### src/rtl/ngp_alu_pkg.sv
// Shared types for the sequential ALU: opcode and FSM state encodings.
package ngp_alu_pkg;
  localparam int OPW = 4;

  typedef enum logic [OPW-1:0] {
    OP_AND = 4'd0,
    OP_OR  = 4'd1,
    OP_XOR = 4'd2,
    OP_NOT = 4'd3,
    OP_ADD = 4'd4,
    OP_SUB = 4'd5,
    OP_INC = 4'd6,
    OP_DEC = 4'd7,
    OP_SHL = 4'd8,
    OP_SHR = 4'd9,
    OP_ASR = 4'd10,
    OP_MUL = 4'd11
  } opcode_e;

  typedef enum logic [1:0] {
    IDLE = 2'd0,
    EXEC = 2'd1,
    DONE = 2'd2
  } state_e;
endpackage

### src/rtl/ngp_alu_seq_if.sv
// Request/response handshake bundle of the sequential ALU.
interface ngp_alu_seq_if
  import ngp_alu_pkg::*;
#(parameter int WIDTH = 16);
  logic             in_valid;
  logic             in_ready;
  logic [OPW-1:0]   opcode;
  logic             zy;
  logic [WIDTH-1:0] rx_reg;
  logic [WIDTH-1:0] ry_reg;
  logic             out_valid;
  logic             out_ready;
  logic [WIDTH-1:0] result;
  logic             flag_z;
  logic             flag_n;
  logic             flag_c;
  logic             flag_v;
  logic             op_err;

  modport master (
    output in_valid, opcode, zy, rx_reg, ry_reg, out_ready,
    input  in_ready, out_valid, result, flag_z, flag_n, flag_c, flag_v, op_err
  );

  modport slave (
    input  in_valid, opcode, zy, rx_reg, ry_reg, out_ready,
    output in_ready, out_valid, result, flag_z, flag_n, flag_c, flag_v, op_err
  );
endinterface

### src/rtl/ngp_alu_shiftmul.sv
// Iterative datapath: one-bit-per-step shifts and, with NGP_ALU_SEQ_MUL_EN,
// a shift-add multiplier. Exposes the value the next step will produce.
module ngp_alu_shiftmul
  import ngp_alu_pkg::*;
#(
  parameter  int WIDTH = 16,
  localparam int SHW   = $clog2(WIDTH)
) (
  input  logic             clk,
  input  logic             rst,
  input  logic             load,
  input  logic             step,
  input  opcode_e          op,
  input  logic [WIDTH-1:0] x,
`ifdef NGP_ALU_SEQ_MUL_EN
  input  logic [WIDTH-1:0] y,
`endif
  input  logic [SHW-1:0]   amt,
  output logic [WIDTH-1:0] res_nxt,
  output logic             c_nxt,
  output logic             last
);
  localparam int CW = $clog2(WIDTH + 1);

  opcode_e          op_q;
  logic [WIDTH-1:0] sh;
  logic [WIDTH-1:0] sh_nxt;
  logic             sh_c;
  logic [CW-1:0]    cnt;
  logic [CW-1:0]    cnt_init;

  // The multiplicand walks left exactly like SHL, so MUL shares that path.
  always_comb begin
    sh_nxt = sh;
    sh_c   = 1'b0;
    case (op_q)
      OP_SHL, OP_MUL: begin sh_nxt = {sh[WIDTH-2:0], 1'b0};     sh_c = sh[WIDTH-1]; end
      OP_SHR:         begin sh_nxt = {1'b0, sh[WIDTH-1:1]};     sh_c = sh[0];       end
      OP_ASR:         begin sh_nxt = {sh[WIDTH-1], sh[WIDTH-1:1]}; sh_c = sh[0];    end
      default: ;
    endcase
  end

`ifdef NGP_ALU_SEQ_MUL_EN
  logic [WIDTH-1:0] mq;
  logic [WIDTH-1:0] acc;
  logic [WIDTH-1:0] acc_nxt;

  assign cnt_init = (op == OP_MUL) ? CW'(WIDTH) : CW'(amt);
  assign acc_nxt  = acc + (mq[0] ? sh : '0);
  assign res_nxt  = (op_q == OP_MUL) ? acc_nxt : sh_nxt;
  assign c_nxt    = (op_q == OP_MUL) ? 1'b0 : sh_c;

  always_ff @(posedge clk or posedge rst) begin
    if (rst) begin
      mq  <= '0;
      acc <= '0;
    end else if (load) begin
      mq  <= y;
      acc <= '0;
    end else if (step) begin
      mq  <= {1'b0, mq[WIDTH-1:1]};
      acc <= acc_nxt;
    end
  end
`else
  assign cnt_init = CW'(amt);
  assign res_nxt  = sh_nxt;
  assign c_nxt    = sh_c;
`endif

  assign last = (cnt == CW'(1));

  always_ff @(posedge clk or posedge rst) begin
    if (rst) begin
      op_q <= OP_AND;
      sh   <= '0;
      cnt  <= '0;
    end else if (load) begin
      op_q <= op;
      sh   <= x;
      cnt  <= cnt_init;
    end else if (step) begin
      sh   <= sh_nxt;
      cnt  <= cnt - CW'(1);
    end
  end
endmodule

### src/rtl/ngp_alu_seq.sv
// Sequential ALU top: handshake FSM, single-cycle ops and status flags.
// Build with NGP_ALU_SEQ_MUL_EN to enable opcode 11 (MUL); otherwise it is illegal.
module ngp_alu_seq
  import ngp_alu_pkg::*;
#(parameter int WIDTH = 16) (
  input logic          clk,
  input logic          rst,
  ngp_alu_seq_if.slave bus
);
  localparam int SHW = $clog2(WIDTH);

  state_e           state;
  opcode_e          op;
  logic [WIDTH-1:0] x, y;
  logic [SHW-1:0]   amt;
  logic             accept, is_shift, is_mul, iter_start;
  logic [WIDTH-1:0] add_b, sub_b;
  logic [WIDTH:0]   sum, dif;
  logic [WIDTH-1:0] sc_res;
  logic             sc_c, sc_v, sc_err;
  logic [WIDTH-1:0] sm_res;
  logic             sm_c, sm_last;

  assign op       = opcode_e'(bus.opcode);
  assign x        = bus.rx_reg;
  assign y        = bus.zy ? '0 : bus.ry_reg;
  assign amt      = y[SHW-1:0];
  assign accept   = bus.in_valid && bus.in_ready;
  assign is_shift = (op == OP_SHL) || (op == OP_SHR) || (op == OP_ASR);
`ifdef NGP_ALU_SEQ_MUL_EN
  assign is_mul   = (op == OP_MUL);
`else
  assign is_mul   = 1'b0;
`endif
  assign iter_start = is_mul || (is_shift && (amt != '0));

  // INC/DEC reuse the adder/subtractor with a constant one operand.
  assign add_b = (op == OP_INC) ? WIDTH'(1) : y;
  assign sub_b = (op == OP_DEC) ? WIDTH'(1) : y;
  assign sum   = {1'b0, x} + {1'b0, add_b};
  assign dif   = {1'b0, x} - {1'b0, sub_b};

  always_comb begin
    sc_res = '0;
    sc_c   = 1'b0;
    sc_v   = 1'b0;
    sc_err = 1'b0;
    case (op)
      OP_AND: sc_res = x & y;
      OP_OR:  sc_res = x | y;
      OP_XOR: sc_res = x ^ y;
      OP_NOT: sc_res = ~x;
      OP_ADD, OP_INC: begin
        sc_res = sum[WIDTH-1:0];
        sc_c   = sum[WIDTH];
        sc_v   = (x[WIDTH-1] == add_b[WIDTH-1]) && (sum[WIDTH-1] != x[WIDTH-1]);
      end
      OP_SUB, OP_DEC: begin
        sc_res = dif[WIDTH-1:0];
        sc_c   = dif[WIDTH];
        sc_v   = (x[WIDTH-1] != sub_b[WIDTH-1]) && (dif[WIDTH-1] != x[WIDTH-1]);
      end
      // Only reached with a zero shift amount: pass x through, no carry.
      OP_SHL, OP_SHR, OP_ASR: sc_res = x;
`ifdef NGP_ALU_SEQ_MUL_EN
      OP_MUL: ;
`endif
      default: sc_err = 1'b1;
    endcase
  end

  ngp_alu_shiftmul #(.WIDTH(WIDTH)) u_shiftmul (
    .clk     (clk),
    .rst     (rst),
    .load    (accept && iter_start),
    .step    (state == EXEC),
    .op      (op),
    .x       (x),
`ifdef NGP_ALU_SEQ_MUL_EN
    .y       (y),
`endif
    .amt     (amt),
    .res_nxt (sm_res),
    .c_nxt   (sm_c),
    .last    (sm_last)
  );

  always_ff @(posedge clk or posedge rst) begin
    if (rst) begin
      state         <= IDLE;
      bus.in_ready  <= 1'b1;
      bus.out_valid <= 1'b0;
      bus.result    <= '0;
      bus.flag_z    <= 1'b0;
      bus.flag_n    <= 1'b0;
      bus.flag_c    <= 1'b0;
      bus.flag_v    <= 1'b0;
      bus.op_err    <= 1'b0;
    end else begin
      case (state)
        IDLE: if (accept) begin
          bus.in_ready <= 1'b0;
          if (iter_start) begin
            state <= EXEC;
          end else begin
            state         <= DONE;
            bus.out_valid <= 1'b1;
            bus.result    <= sc_res;
            bus.flag_z    <= (sc_res == '0);
            bus.flag_n    <= sc_res[WIDTH-1];
            bus.flag_c    <= sc_c;
            bus.flag_v    <= sc_v;
            bus.op_err    <= sc_err;
          end
        end
        EXEC: if (sm_last) begin
          state         <= DONE;
          bus.out_valid <= 1'b1;
          bus.result    <= sm_res;
          bus.flag_z    <= (sm_res == '0);
          bus.flag_n    <= sm_res[WIDTH-1];
          bus.flag_c    <= sm_c;
          bus.flag_v    <= 1'b0;
          bus.op_err    <= 1'b0;
        end
        DONE: if (bus.out_ready) begin
          state         <= IDLE;
          bus.out_valid <= 1'b0;
          bus.in_ready  <= 1'b1;
        end
        default: begin
          state         <= IDLE;
          bus.out_valid <= 1'b0;
          bus.in_ready  <= 1'b1;
        end
      endcase
    end
  end
endmodule

### src/flat_wrapper.sv
// flat-port wrapper written by rule: the top's interface ports become plain ports
module ngp_alu_seq_flat import ngp_alu_pkg::*;
#(parameter int WIDTH = 16)
  (clk, rst, bus_in_valid, bus_opcode, bus_zy, bus_rx_reg, bus_ry_reg, bus_out_ready, bus_in_ready, bus_out_valid, bus_result, bus_flag_z, bus_flag_n, bus_flag_c, bus_flag_v, bus_op_err);
  ngp_alu_seq_if #(.WIDTH(WIDTH)) bus_i ();
  input logic clk;
  input logic rst;
  input wire logic [$bits(bus_i.in_valid)-1:0] bus_in_valid;
  input wire logic [$bits(bus_i.opcode)-1:0] bus_opcode;
  input wire logic [$bits(bus_i.zy)-1:0] bus_zy;
  input wire logic [$bits(bus_i.rx_reg)-1:0] bus_rx_reg;
  input wire logic [$bits(bus_i.ry_reg)-1:0] bus_ry_reg;
  input wire logic [$bits(bus_i.out_ready)-1:0] bus_out_ready;
  output wire logic [$bits(bus_i.in_ready)-1:0] bus_in_ready;
  output wire logic [$bits(bus_i.out_valid)-1:0] bus_out_valid;
  output wire logic [$bits(bus_i.result)-1:0] bus_result;
  output wire logic [$bits(bus_i.flag_z)-1:0] bus_flag_z;
  output wire logic [$bits(bus_i.flag_n)-1:0] bus_flag_n;
  output wire logic [$bits(bus_i.flag_c)-1:0] bus_flag_c;
  output wire logic [$bits(bus_i.flag_v)-1:0] bus_flag_v;
  output wire logic [$bits(bus_i.op_err)-1:0] bus_op_err;
  assign bus_i.in_valid = bus_in_valid;
  assign bus_i.opcode = bus_opcode;
  assign bus_i.zy = bus_zy;
  assign bus_i.rx_reg = bus_rx_reg;
  assign bus_i.ry_reg = bus_ry_reg;
  assign bus_i.out_ready = bus_out_ready;
  assign bus_in_ready = bus_i.in_ready;
  assign bus_out_valid = bus_i.out_valid;
  assign bus_result = bus_i.result;
  assign bus_flag_z = bus_i.flag_z;
  assign bus_flag_n = bus_i.flag_n;
  assign bus_flag_c = bus_i.flag_c;
  assign bus_flag_v = bus_i.flag_v;
  assign bus_op_err = bus_i.op_err;
  ngp_alu_seq #(.WIDTH(WIDTH)) u_core (.clk(clk), .rst(rst), .bus(bus_i));
endmodule
### config.mk
export PLATFORM = sky130hd
export DESIGN_NAME = ngp_alu_seq_flat
export DESIGN_NICKNAME = d
export VERILOG_FILES = /design/src/rtl/ngp_alu_pkg.sv /design/src/rtl/ngp_alu_seq_if.sv /design/src/rtl/ngp_alu_shiftmul.sv /design/src/rtl/ngp_alu_seq.sv /design/src/flat_wrapper.sv
export SDC_FILE = /design/constraint.sdc
export NUM_CORES = 1
export LEC_CHECK = 0
export ABC_AREA = 1
export CAP_MARGIN = 20
export CORE_MARGIN = 2
export CORE_UTILIZATION = 55
export CTS_BUF_LIST = sky130_fd_sc_hd__clkbuf_16
export DETAILED_ROUTE_END_ITERATION = 6
export PLACE_DENSITY = 0.81
export SLEW_MARGIN = 40
export SYNTH_ARGS = -nofsm -noshare
export SYNTH_HDL_FRONTEND = slang
export SYNTH_SLANG_ARGS = --single-unit
### constraint.sdc
create_clock -name clk -period 3.54 [get_ports clk]
set_clock_uncertainty 0.15 [all_clocks]
set_input_delay 0.708 -clock clk [delete_from_list [all_inputs] [get_ports clk]]
set_output_delay 0.708 -clock clk [all_outputs]
set_load 0.02 [all_outputs]
==> flow_metrics.env <==
export IMPL_status="complete, no violations"
export IMPL_layout_drive_gt1_share=0.160
export IMPL_syn_area_mm2=0.00614
export IMPL_p_leak_nw=4.22
export IMPL_grt_use_total=0.313
export IMPL_synthMuxAreaShare=0
export IMPL_synth_edf_count=0
export IMPL_irDropWorstVdd_mv=0.476
export IMPL_core_area_mm2=0.0109
export IMPL_arrival_ns=3.39
export IMPL_path_class="input pin to flop"
export IMPL_final_util=0.725
export IMPL_seq_area_mm2=0.00123
export IMPL_preCtsSetupSlack_ns=-0.198
export IMPL_die_y_um=110
export IMPL_async_flop_share=1.00
export IMPL_crit_fanout=3
export IMPL_synth_top_cell_area_share=0.195
export IMPL_synthSimpleGateAreaFrac=0.377
export IMPL_dieArea_mm2=0.0120
export IMPL_postRouteAntennaNets=0
export IMPL_ys_seq_area_frac=0.200
export IMPL_drv_slew=0
export IMPL_synth_fa_ha_area_frac=0.139
export IMPL_worstMarginPinSlew_ns=0.565
export IMPL_cts_tree="done"
export IMPL_fin_crit_ns=3.32
export IMPL_fin_ws_ns=0.222
export IMPL_nets=1266
export IMPL_clk_pin_slew_ns=0.06
export IMPL_grt_antenna_before_repair=0
export IMPL_pin_count=64
export IMPL_ys_types=40
export IMPL_clock_sinks=49
export IMPL_cts_buffer_depth=2
export IMPL_synth_compound_area_frac=0.153
export IMPL_yosysTopAreaCell="dfrtp_1"
export IMPL_portBuffers=63
export IMPL_area_growth_pct=28.4
export IMPL_cap_violations=0
export IMPL_endpoint_kind="flop"
export IMPL_synth_area_leaders="dfrtp_1 (20%), nand2_1 (18%), ha_1 (13%)"
export IMPL_synth_nets=1107
export IMPL_htreeDepth=2
export IMPL_postSynthAreaPerCell_um2=6.15
export IMPL_grt_use_met2=0.544
export IMPL_synth_top_family_by_area="simple AND/OR/NAND/NOR gates"
export IMPL_synthTopCellsByCount="nand2_1 (295), inv_1 (160), nor2_1 (120)"
export IMPL_yosysMostFrequentCell="nand2_1"
export IMPL_grt_max_degree=29
export IMPL_hold_buffers=0
export IMPL_setup_violations=0
export IMPL_routabilityCongestion=0.959
export IMPL_drc=0
export IMPL_cts_root_buffer="clkbuf_16"
export IMPL_powerDensity_mw_per_mm2=468
export IMPL_wl_per_cell_um=14.1
export IMPL_fill_cells=941
export IMPL_min_path_type="flop to flop"
export IMPL_grt_pass1_wl_um=29700
export IMPL_synthCells=999
export IMPL_grt_pass1_vias=6425
export IMPL_grtUsageMet3=0.0338
export IMPL_num_rows=38
export IMPL_start_util=0.564
export IMPL_routed_via_count=6983
export IMPL_top_usage_layer="met2"
export IMPL_max_freq_ghz=0.301
export IMPL_dr_pass1_iters=5
export IMPL_via_per_inst=5.38
export IMPL_multi_input_area_mm2=0.00419
export IMPL_hold_violations=0
export IMPL_slew_headroom=0.623
export IMPL_synth_flop_cell="dfrtp_1"
export IMPL_finalWirelength_um=18300
export IMPL_use_met1=0.414
export IMPL_cp_start_kind="input pin"
export IMPL_finalSetupTns_ns=0
export IMPL_overflow=0
export IMPL_cts_buffers=5
export IMPL_drt_iter0_markers=551
export IMPL_die_w_um=110
export IMPL_synth_warnings=0
export IMPL_place_hpwl_um=14900
export IMPL_required_ns=3.61
export IMPL_synth_seq_cells=49
export IMPL_insertion_delay_ns=0.29
export IMPL_synth_xor_xnor_area_share=0.00285
export IMPL_finalCritPeriodShare=0.937
export IMPL_num_antenna_cells=0
-- layer usage --
layer	share of wire	wire length, um
met5	0	0
met4	0.017	305
met3	0.060	1090
met2	0.47	8680
met1	0.45	8190
-- cells in the final DEF, fill, tap and decap left out, types with 9 or more instances in the layout --
cell type | Yosys | routed
a21oi_1 | 32 | 30
buf_4 | 5 | 114
clkdlybuf4s50_1 | 0 | 58
dfrtp_1 | 48 | 48
ha_1 | 65 | 64
inv_1 | 160 | 158
nand2_1 | 295 | 292
nand3_1 | 75 | 72
nand3b_1 | 10 | 10
nand4_1 | 9 | 9
nor2_1 | 120 | 110
nor2_2 | 5 | 15
o211ai_1 | 12 | 12
o21ai_0 | 28 | 27
o21ai_1 | 8 | 9
o221ai_1 | 33 | 33
or2_2 | 17 | 17
-- sequential cells by signal, summed over array words and instances (netlist names), 2 cells and up --
signal,cells
u_core.state,2
u_core.u_shiftmul.op_q,4
u_core.u_shiftmul.cnt,5
u_core.u_shiftmul.sh,16
u_core.bus.result,16
-- report_power, final --
group	internal [mW]	switching, mW
Sequential	0.822	0.177
Clock	0.257	0.202
Combinational	0.955	1.28
-- final cells by class --
cell class              instances  share of cell area
repair buffers                179               0.195
flip-flops and latches         49               0.156
well taps                     140              0.0222
inverters                     165              0.0785
clock buffers                   5              0.0159
multi-input cells             758               0.531
clock inverters                 3             0.00174
-- logic make-up (layout without fill, tap and decap cells) --
logic type,Yosys count,in the layout
compound gates,142,142
xor+xnor,2,2
fa+ha+maj,67,67
buf+inv,192,352
flops,49,49
simple gates,547,547
-- worst paths after layout --
path,from,end,slack (ns),cells past startpoint
worst max-delay path,bus_ry_reg[0],u_core.bus.flag_z,0.22,21
worst min-delay path,u_core.bus.flag_v,u_core.bus.flag_v,0.33,2
worst max register to register,u_core.u_shiftmul.op_q[2],u_core.bus.flag_z,1.14,11
worst min register to register,u_core.bus.flag_v,u_core.bus.flag_v,0.33,2
max in group asynchronous,rst,u_core.u_shiftmul.cnt[4],2.00,3
min in group asynchronous,rst,u_core.bus.result[13],0.64,2
-- stage by stage --
stage          cells  power, mW  hold slack [ns]  instance area, um^2
2_1_floorplan    999       2.40            0.303                 6140
3_3_place_gp    1289       3.13            0.314                 7660
3_5_place_dp    1289       3.18            0.322                 7660
4_1_cts         1297       3.66            0.337                 7800
5_1_grt         1299       4.00            0.361                 7890
6_report        1299       3.69            0.333                 7890
-- timing repair --
item | in CTS | in global routing
gates resized for setup | 0 | 28
endpoints found under the setup margin | 0 | 11
buffers inserted | 0 | 2
-- worst max-delay path: stages --
cell and delay (ns):
clkdlybuf4s50_1 0.46, inv_1 0.05, nor2_2 0.08, inv_1 0.09, o21ai_1 0.10, ha_2 0.20
inv_1 0.05, fa_1 0.42, inv_2 0.09, nand3_1 0.09, nand2_2 0.10, nand2_1 0.07
nand2_1 0.09, nand3_1 0.10, nand2_1 0.07, nand2_1 0.06, nand3_1 0.09, nand3_2 0.12
nor2_1 0.12, nand3_1 0.09, a21oi_1 0.13
No activity file was read; power rests on OpenSTA's default activity.
